--- config.mk ---
export PLATFORM = sky130hd
export DESIGN_NAME = div_nonrestoring_flat
export DESIGN_NICKNAME = d
export VERILOG_FILES = /design/src/rtl/div_nonrestoring_pkg.sv /design/src/rtl/div_nonrestoring_if.sv /design/src/rtl/div_nonrestoring_shl_1.sv /design/src/rtl/div_nonrestoring.sv /design/src/flat_wrapper.sv
export SDC_FILE = /design/constraint.sdc
export NUM_CORES = 1
export LEC_CHECK = 0
export CAP_MARGIN = 25
export CORE_MARGIN = 1.5
export CORE_UTILIZATION = 40
export CTS_CLUSTER_DIAMETER = 100
export DETAILED_ROUTE_END_ITERATION = 7
export PLACE_DENSITY = 0.7
export SLEW_MARGIN = 20
export SYNTH_ARGS = -nofsm -noshare
export SYNTH_HDL_FRONTEND = slang
export SYNTH_SLANG_ARGS = --single-unit
--- constraint.sdc ---
create_clock -name clock -period 4.1 [get_ports clock]
set_input_delay 0.615 -clock clock [delete_from_list [all_inputs] [get_ports clock]]
set_output_delay 0.615 -clock clock [all_outputs]
set_load 0.01 [all_outputs]
--- src/rtl/div_nonrestoring_pkg.sv ---
// div_nonrestoring_pkg: shared multdiv widths, divider latency and FSM state encoding.
package div_nonrestoring_pkg;
   localparam int MD_WIDTH = 32;
   localparam int MD_CNT_W = 6;
   localparam int MD_DIV_LATENCY = 34;
   typedef enum logic [1:0] {MD_IDLE, MD_RUN, MD_FIX, MD_DONE} md_state_t;
endpackage

--- src/rtl/div_nonrestoring_if.sv ---
// div_nonrestoring_if: divider request/result bundle; data_remainder exists only with DIV_REMAINDER_EN.
interface div_nonrestoring_if #(parameter int WIDTH = 32);
   logic ctrl_DIV;
   logic [WIDTH-1:0] data_operandA, data_operandB, data_result;
   logic data_exception, data_resultRDY;
`ifdef DIV_REMAINDER_EN
   logic [WIDTH-1:0] data_remainder;
   modport master(output ctrl_DIV, data_operandA, data_operandB,
                  input data_result, data_exception, data_resultRDY, data_remainder);
   modport slave(input ctrl_DIV, data_operandA, data_operandB,
                 output data_result, data_exception, data_resultRDY, data_remainder);
`else
   modport master(output ctrl_DIV, data_operandA, data_operandB,
                  input data_result, data_exception, data_resultRDY);
   modport slave(input ctrl_DIV, data_operandA, data_operandB,
                 output data_result, data_exception, data_resultRDY);
`endif
endinterface

--- src/rtl/div_nonrestoring_shl_1.sv ---
// div_nonrestoring_shl_1: logical left shift by 1 (LSB zero-filled) from a row of 2:1 muxes.
module div_nonrestoring_shl_1 #(parameter int W = 65) (
   input  logic         en,
   input  logic [W-1:0] d,
   output logic [W-1:0] y
);
   for (genvar i = 0; i < W; i++) begin : g_mux2
      if (i == 0) begin : g_lsb
         assign y[i] = en ? 1'b0 : d[i];
      end else begin : g_bit
         assign y[i] = en ? d[i-1] : d[i];
      end
   end
endmodule

--- src/rtl/div_nonrestoring.sv ---
// div_nonrestoring: sequential signed non-restoring divider, fixed 34-cycle latency.
// DIV_REMAINDER_EN adds the corrected, sign-adjusted remainder output.
module div_nonrestoring
   import div_nonrestoring_pkg::*;
#(
   parameter int WIDTH = MD_WIDTH,
   parameter int CNT_W = MD_CNT_W
) (
   input logic            clock,
   input logic            reset,
   div_nonrestoring_if.slave bus
);
   md_state_t state, state_n;
   logic [CNT_W-1:0] count;
   logic [WIDTH:0] a, m, sum, add_in;
   logic [WIDTH-1:0] q, abs_a, abs_b;
   logic [2*WIDTH:0] sh;
   logic sq, dz, run, fix, done, sub;
`ifdef DIV_REMAINDER_EN
   logic sa;
`endif
   always_ff @(posedge clock)
      if (reset) state <= MD_IDLE;
      else state <= state_n;
   always_comb
      state_n = bus.ctrl_DIV ? MD_RUN
              : (run && count == CNT_W'(WIDTH-1)) ? MD_FIX
              : fix ? MD_DONE
              : done ? MD_IDLE
              : state;
   always_comb begin
      run = state == MD_RUN;
      fix = state == MD_FIX;
      done = state == MD_DONE;
   end
   div_nonrestoring_shl_1 #(.W(2*WIDTH+1)) u_shl (.en(run), .d({a, q}), .y(sh));
   assign abs_a = bus.data_operandA[WIDTH-1] ? -bus.data_operandA : bus.data_operandA;
   assign abs_b = bus.data_operandB[WIDTH-1] ? -bus.data_operandB : bus.data_operandB;
   // One adder serves both the iterations and the FIX-cycle remainder restore.
`ifdef DIV_REMAINDER_EN
   assign add_in = fix ? a : sh[2*WIDTH:WIDTH];
`else
   assign add_in = sh[2*WIDTH:WIDTH];
`endif
   assign sub = run & ~a[WIDTH];
   assign sum = add_in + (m ^ {(WIDTH+1){sub}}) + (WIDTH+1)'(sub);
   always_ff @(posedge clock)
      if (reset) begin
         a <= '0;
         q <= '0;
         m <= '0;
         count <= '0;
         sq <= 1'b0;
         dz <= 1'b0;
`ifdef DIV_REMAINDER_EN
         sa <= 1'b0;
`endif
      end else if (bus.ctrl_DIV) begin
         a <= '0;
         q <= abs_a;
         m <= {1'b0, abs_b};
         count <= '0;
         sq <= bus.data_operandA[WIDTH-1] ^ bus.data_operandB[WIDTH-1];
         dz <= bus.data_operandB == '0;
`ifdef DIV_REMAINDER_EN
         sa <= bus.data_operandA[WIDTH-1];
`endif
      end else if (run) begin
         a <= sum;
         q <= sh[WIDTH-1:0] | {{(WIDTH-1){1'b0}}, ~sum[WIDTH]};
         count <= count + 1'b1;
      end
`ifdef DIV_REMAINDER_EN
      else if (fix && a[WIDTH]) a <= sum;
`endif
   // Result registers load in DONE, so an old op still reports even if a new start coincides.
   always_ff @(posedge clock)
      if (reset) begin
         bus.data_result <= '0;
         bus.data_exception <= 1'b0;
         bus.data_resultRDY <= 1'b0;
`ifdef DIV_REMAINDER_EN
         bus.data_remainder <= '0;
`endif
      end else begin
         if (done) begin
            bus.data_result <= dz ? '0 : sq ? -q : q;
            bus.data_exception <= dz;
`ifdef DIV_REMAINDER_EN
            bus.data_remainder <= dz ? '0 : sa ? -a[WIDTH-1:0] : a[WIDTH-1:0];
`endif
         end else if (bus.ctrl_DIV) bus.data_exception <= 1'b0;
         bus.data_resultRDY <= done;
      end
endmodule

--- src/flat_wrapper.sv ---
// flat-port wrapper written by rule: the top's interface ports become plain ports
module div_nonrestoring_flat import div_nonrestoring_pkg::*;
#(
   parameter int WIDTH = MD_WIDTH,
   parameter int CNT_W = MD_CNT_W
)
  (clock, reset, bus_ctrl_DIV, bus_data_operandA, bus_data_operandB, bus_data_result, bus_data_exception, bus_data_resultRDY);
  div_nonrestoring_if #(.WIDTH(WIDTH)) bus_i ();
  input logic clock;
  input logic reset;
  input wire logic [$bits(bus_i.ctrl_DIV)-1:0] bus_ctrl_DIV;
  input wire logic [$bits(bus_i.data_operandA)-1:0] bus_data_operandA;
  input wire logic [$bits(bus_i.data_operandB)-1:0] bus_data_operandB;
  output wire logic [$bits(bus_i.data_result)-1:0] bus_data_result;
  output wire logic [$bits(bus_i.data_exception)-1:0] bus_data_exception;
  output wire logic [$bits(bus_i.data_resultRDY)-1:0] bus_data_resultRDY;
  assign bus_i.ctrl_DIV = bus_ctrl_DIV;
  assign bus_i.data_operandA = bus_data_operandA;
  assign bus_i.data_operandB = bus_data_operandB;
  assign bus_data_result = bus_i.data_result;
  assign bus_data_exception = bus_i.data_exception;
  assign bus_data_resultRDY = bus_i.data_resultRDY;
  div_nonrestoring #(.WIDTH(WIDTH), .CNT_W(CNT_W)) u_core (.clock(clock), .reset(reset), .bus(bus_i));
endmodule
==> results.py <==
metrics = {
    "drt": {
        "dr.pass1.iters": 5,
        "post_drt_wl_per_cell_um": 15.48,
        "ant_nets": 0,
        "totalWireLength_mm": 24.36,
        "drc_errors": 0,
        "drt-initial-drc-count": 754,
        "vias_per_cell": 5.530,
        "vias": 8705,
    },
    "sta": {
        "slew_headroom": 0.3219,
        "postLayoutSetupSlackWorst_ps": 344.2,
        "period_share": 0.9160,
        "final_hold_viol_count": 0,
        "setup_violations": 0,
        "tightest_slew_ps": 1017,
        "rsz0062_at_grt": "false",
        "clock_skew_ps": 8.123,
        "finalCriticalPeriod_ps": 3756,
        "holdWs_ps": 477.0,
        "tns_ps": 0,
        "slew_viol_final": 0,
        "max_clock_freq_mhz": 266.3,
    },
    "clocking": {
        "clock_latency_ps": 430,
        "cts_buffer_depth": 2,
        "ctsHoldBuffers": 0,
        "cts_tree": "built",
        "cts_buffers": 17,
        "h-tree-depth": 4,
        "clock_sinks": 141,
        "cts_root_buf": "clkbuf_16",
        "clk_pin_slew_ps": 60,
    },
    "critical_path": {
        "cpMaxStageDelayCell": "dfxtp_1",
        "crit_top_cell": "nand2_1",
        "ff2ff_path_depth": 14,
        "cp_top_family": "compound AO/OA/AOI/OAI gates",
        "setup.worst_path.class": "register to register",
        "crit_arrival_ps": 4070,
        "endpoint_kind": "register",
        "path_depth": 14,
        "max_stage_delay_ps": 440,
        "required_ps": 4420,
        "path_cells": "nand2b_2, buf_4, nand2_1, nand2_1, ha_1, a21o_1, o21a_1, a311o_1, a22oi_1, o211ai_1, o31ai_1, mux2i_1, nand4_1, o311ai_0",
        "crit_buf_inv": 1,
        "start_kind": "register",
        "path_max_fanout": 37,
    },
    "floorplan": {
        "initial_core_util": 0.4078,
        "die_h_um": 154.9,
        "rows": 55,
        "die_width_um": 154.9,
        "fp.coreArea_um2": 22640,
        "pin_count": 101,
        "die_area_um2": 24000,
    },
    "power": {
        "p_clk_frac": 0.416,
        "swShare": 0.2930,
        "pwr-share-comb": 0.213,
        "p_seq_frac": 0.371,
        "p_int_uw": 2899,
        "p_sw_uw": 1202,
        "ir_drop_uv": 285.6,
        "leakage_uw": 0.004540,
        "p_per_area_nw_per_um2": 366.3,
    },
    "cells_and_area": {
        "utilization": 0.4946,
        "area_growth_pct": 21.26,
        "stdcell_count": 1574,
        "seq_area_um2": 2824,
        "multiInputGateArea_um2": 6045,
        "layout_commonest_cell": "nand2_1",
        "diodes": 0,
        "drive_above_1_share": 0.06517,
        "layout.nets": 1380,
        "fillerInstances": 2160,
        "mostFrequentLayoutCells": "nand2_1 (221), dfxtp_1 (140), nor2_1 (108)",
    },
    "global_route": {
        "grt_pass1_wl_mm": 39.74,
        "grt_pass1_vias": 7847,
        "antenna_found_initial": 0,
        "grt_max_degree": 65,
        "overflow": 0,
        "grt_usage": 0.2031,
    },
    "logic_synthesis": {
        "synth_cell_types": 63,
        "yosysTopAreaCell": "dfxtp_1",
        "synth_edf_count": 0,
        "synth.net_count": 1303,
        "ys_dominant_reg_cell": "dfxtp_1",
        "avgSynthCellArea_um2": 7.695,
        "synthArstFlopShare": 0,
        "netlist_area_um2": 9234,
        "yosysSeqAreaShare": 0.3057,
        "yosys_warnings": 0,
        "ys_ff_latch": 141,
        "synth_top_area_frac": 0.3057,
        "synth_cells": 1200,
        "synthTopCellsByArea": "dfxtp_1 (31%), nand2_1 (9.0%), xor2_1 (7.9%), xnor2_1 (6.4%), a21oi_1 (5.3%)",
    },
    "job": {
        "drv_cap": 0,
    },
    "placed_design": {
        "dp.cells": 1534,
        "dpl_worst_slack_ps": 93.47,
        "hpwl_mm": 17.67,
        "port_buffers": 100,
        "place_congestion": 0.8604,
    },
    "worst_hold_path": {
        "min_path_type": "register to register",
        "min_delay_path_depth": 1,
    },
    "status": {
        "status": "completed",
    },
}
==> worst paths after layout <==
check / startpoint / endpoint / slack [ps]
max: u_core.state[1] / u_core.q[0] / 340
min: u_core.bus.data_result[21] / u_core.bus.data_result[21] / 480
max reg2reg: u_core.state[1] / u_core.q[0] / 340
min reg2reg: u_core.bus.data_result[21] / u_core.bus.data_result[21] / 480
==> cell families after synthesis <==
family	Yosys count	share of synthesized area
mux	7	0.007588
xor+xnor	151	0.1432
fa+ha+maj	36	0.04959
simple gates	443	0.2150
compound gates	330	0.2373
buf+inv	92	0.04160
flops	141	0.3057
==> synth_stat cells, types with 21 or more instances <==
cell	instances
a211oi_1	40
a21o_1	21
a21oi_1	98
clkbuf_1	59
dfxtp_1	141
ha_1	35
nand2_1	221
nor2_1	109
o21ai_0	45
o31ai_1	27
xnor2_1	68
xor2_1	83
==> power groups by stage <==
| stage | sequential (uW) | clock (uW) | combinational (uW) |
|---|---|---|---|
| finish | 1520 | 1710 | 875 |
| global placement | 1540 | 0 | 836 |
| floorplan | 1510 | 0 | 634 |
| detailed placement | 1550 | 0 | 849 |
| global route | 1530 | 1790 | 973 |
| CTS | 1520 | 1730 | 857 |
==> flip-flops by register name, summed over array words and instances, names as in the netlist <==
signal	flops
u_core.a	33
u_core.bus.data_exception	1
u_core.bus.data_result	32
u_core.bus.data_resultRDY	1
u_core.count	6
u_core.dz	1
u_core.m	32
u_core.q	32
u_core.sq	1
u_core.state	2
==> metrics by stage <==
step,total power [uW],cell area [um^2]
detailed placement,2395,10470
global placement,2380,10470
floorplan,2147,9234
finish,4101,11200
CTS,4101,11110
global route,4288,11200
==> final cells by class <==
type	instances	area share
Multi-Input combinational cell	967	0.5398
Inverter	19	0.006369
Sequential cell	141	0.2522
Clock buffer	18	0.03833
Clock inverter	13	0.01900
Tap cell	285	0.03185
Timing Repair Buffer	131	0.1124
==> timing repair <==
| item | 4_1_cts | 5_1_grt |
|---|---|---|
| gates resized for setup | 0 | 0 |
| setup endpoints to repair | 0 | 4 |
| setup buffers | 0 | 8 |
| hold endpoints to repair | 0 | 0 |
==> per-layer routing <==
layer  track usage  up-vias  routed length, um
met5             0        -                  0
met3       0.03259       25               1119
met1        0.2998     4058              12420
met2        0.3081      213              10530
met4       0.04762        0                287
li1              -     4409                  -
No activity file was read; power rests on OpenSTA's default activity.
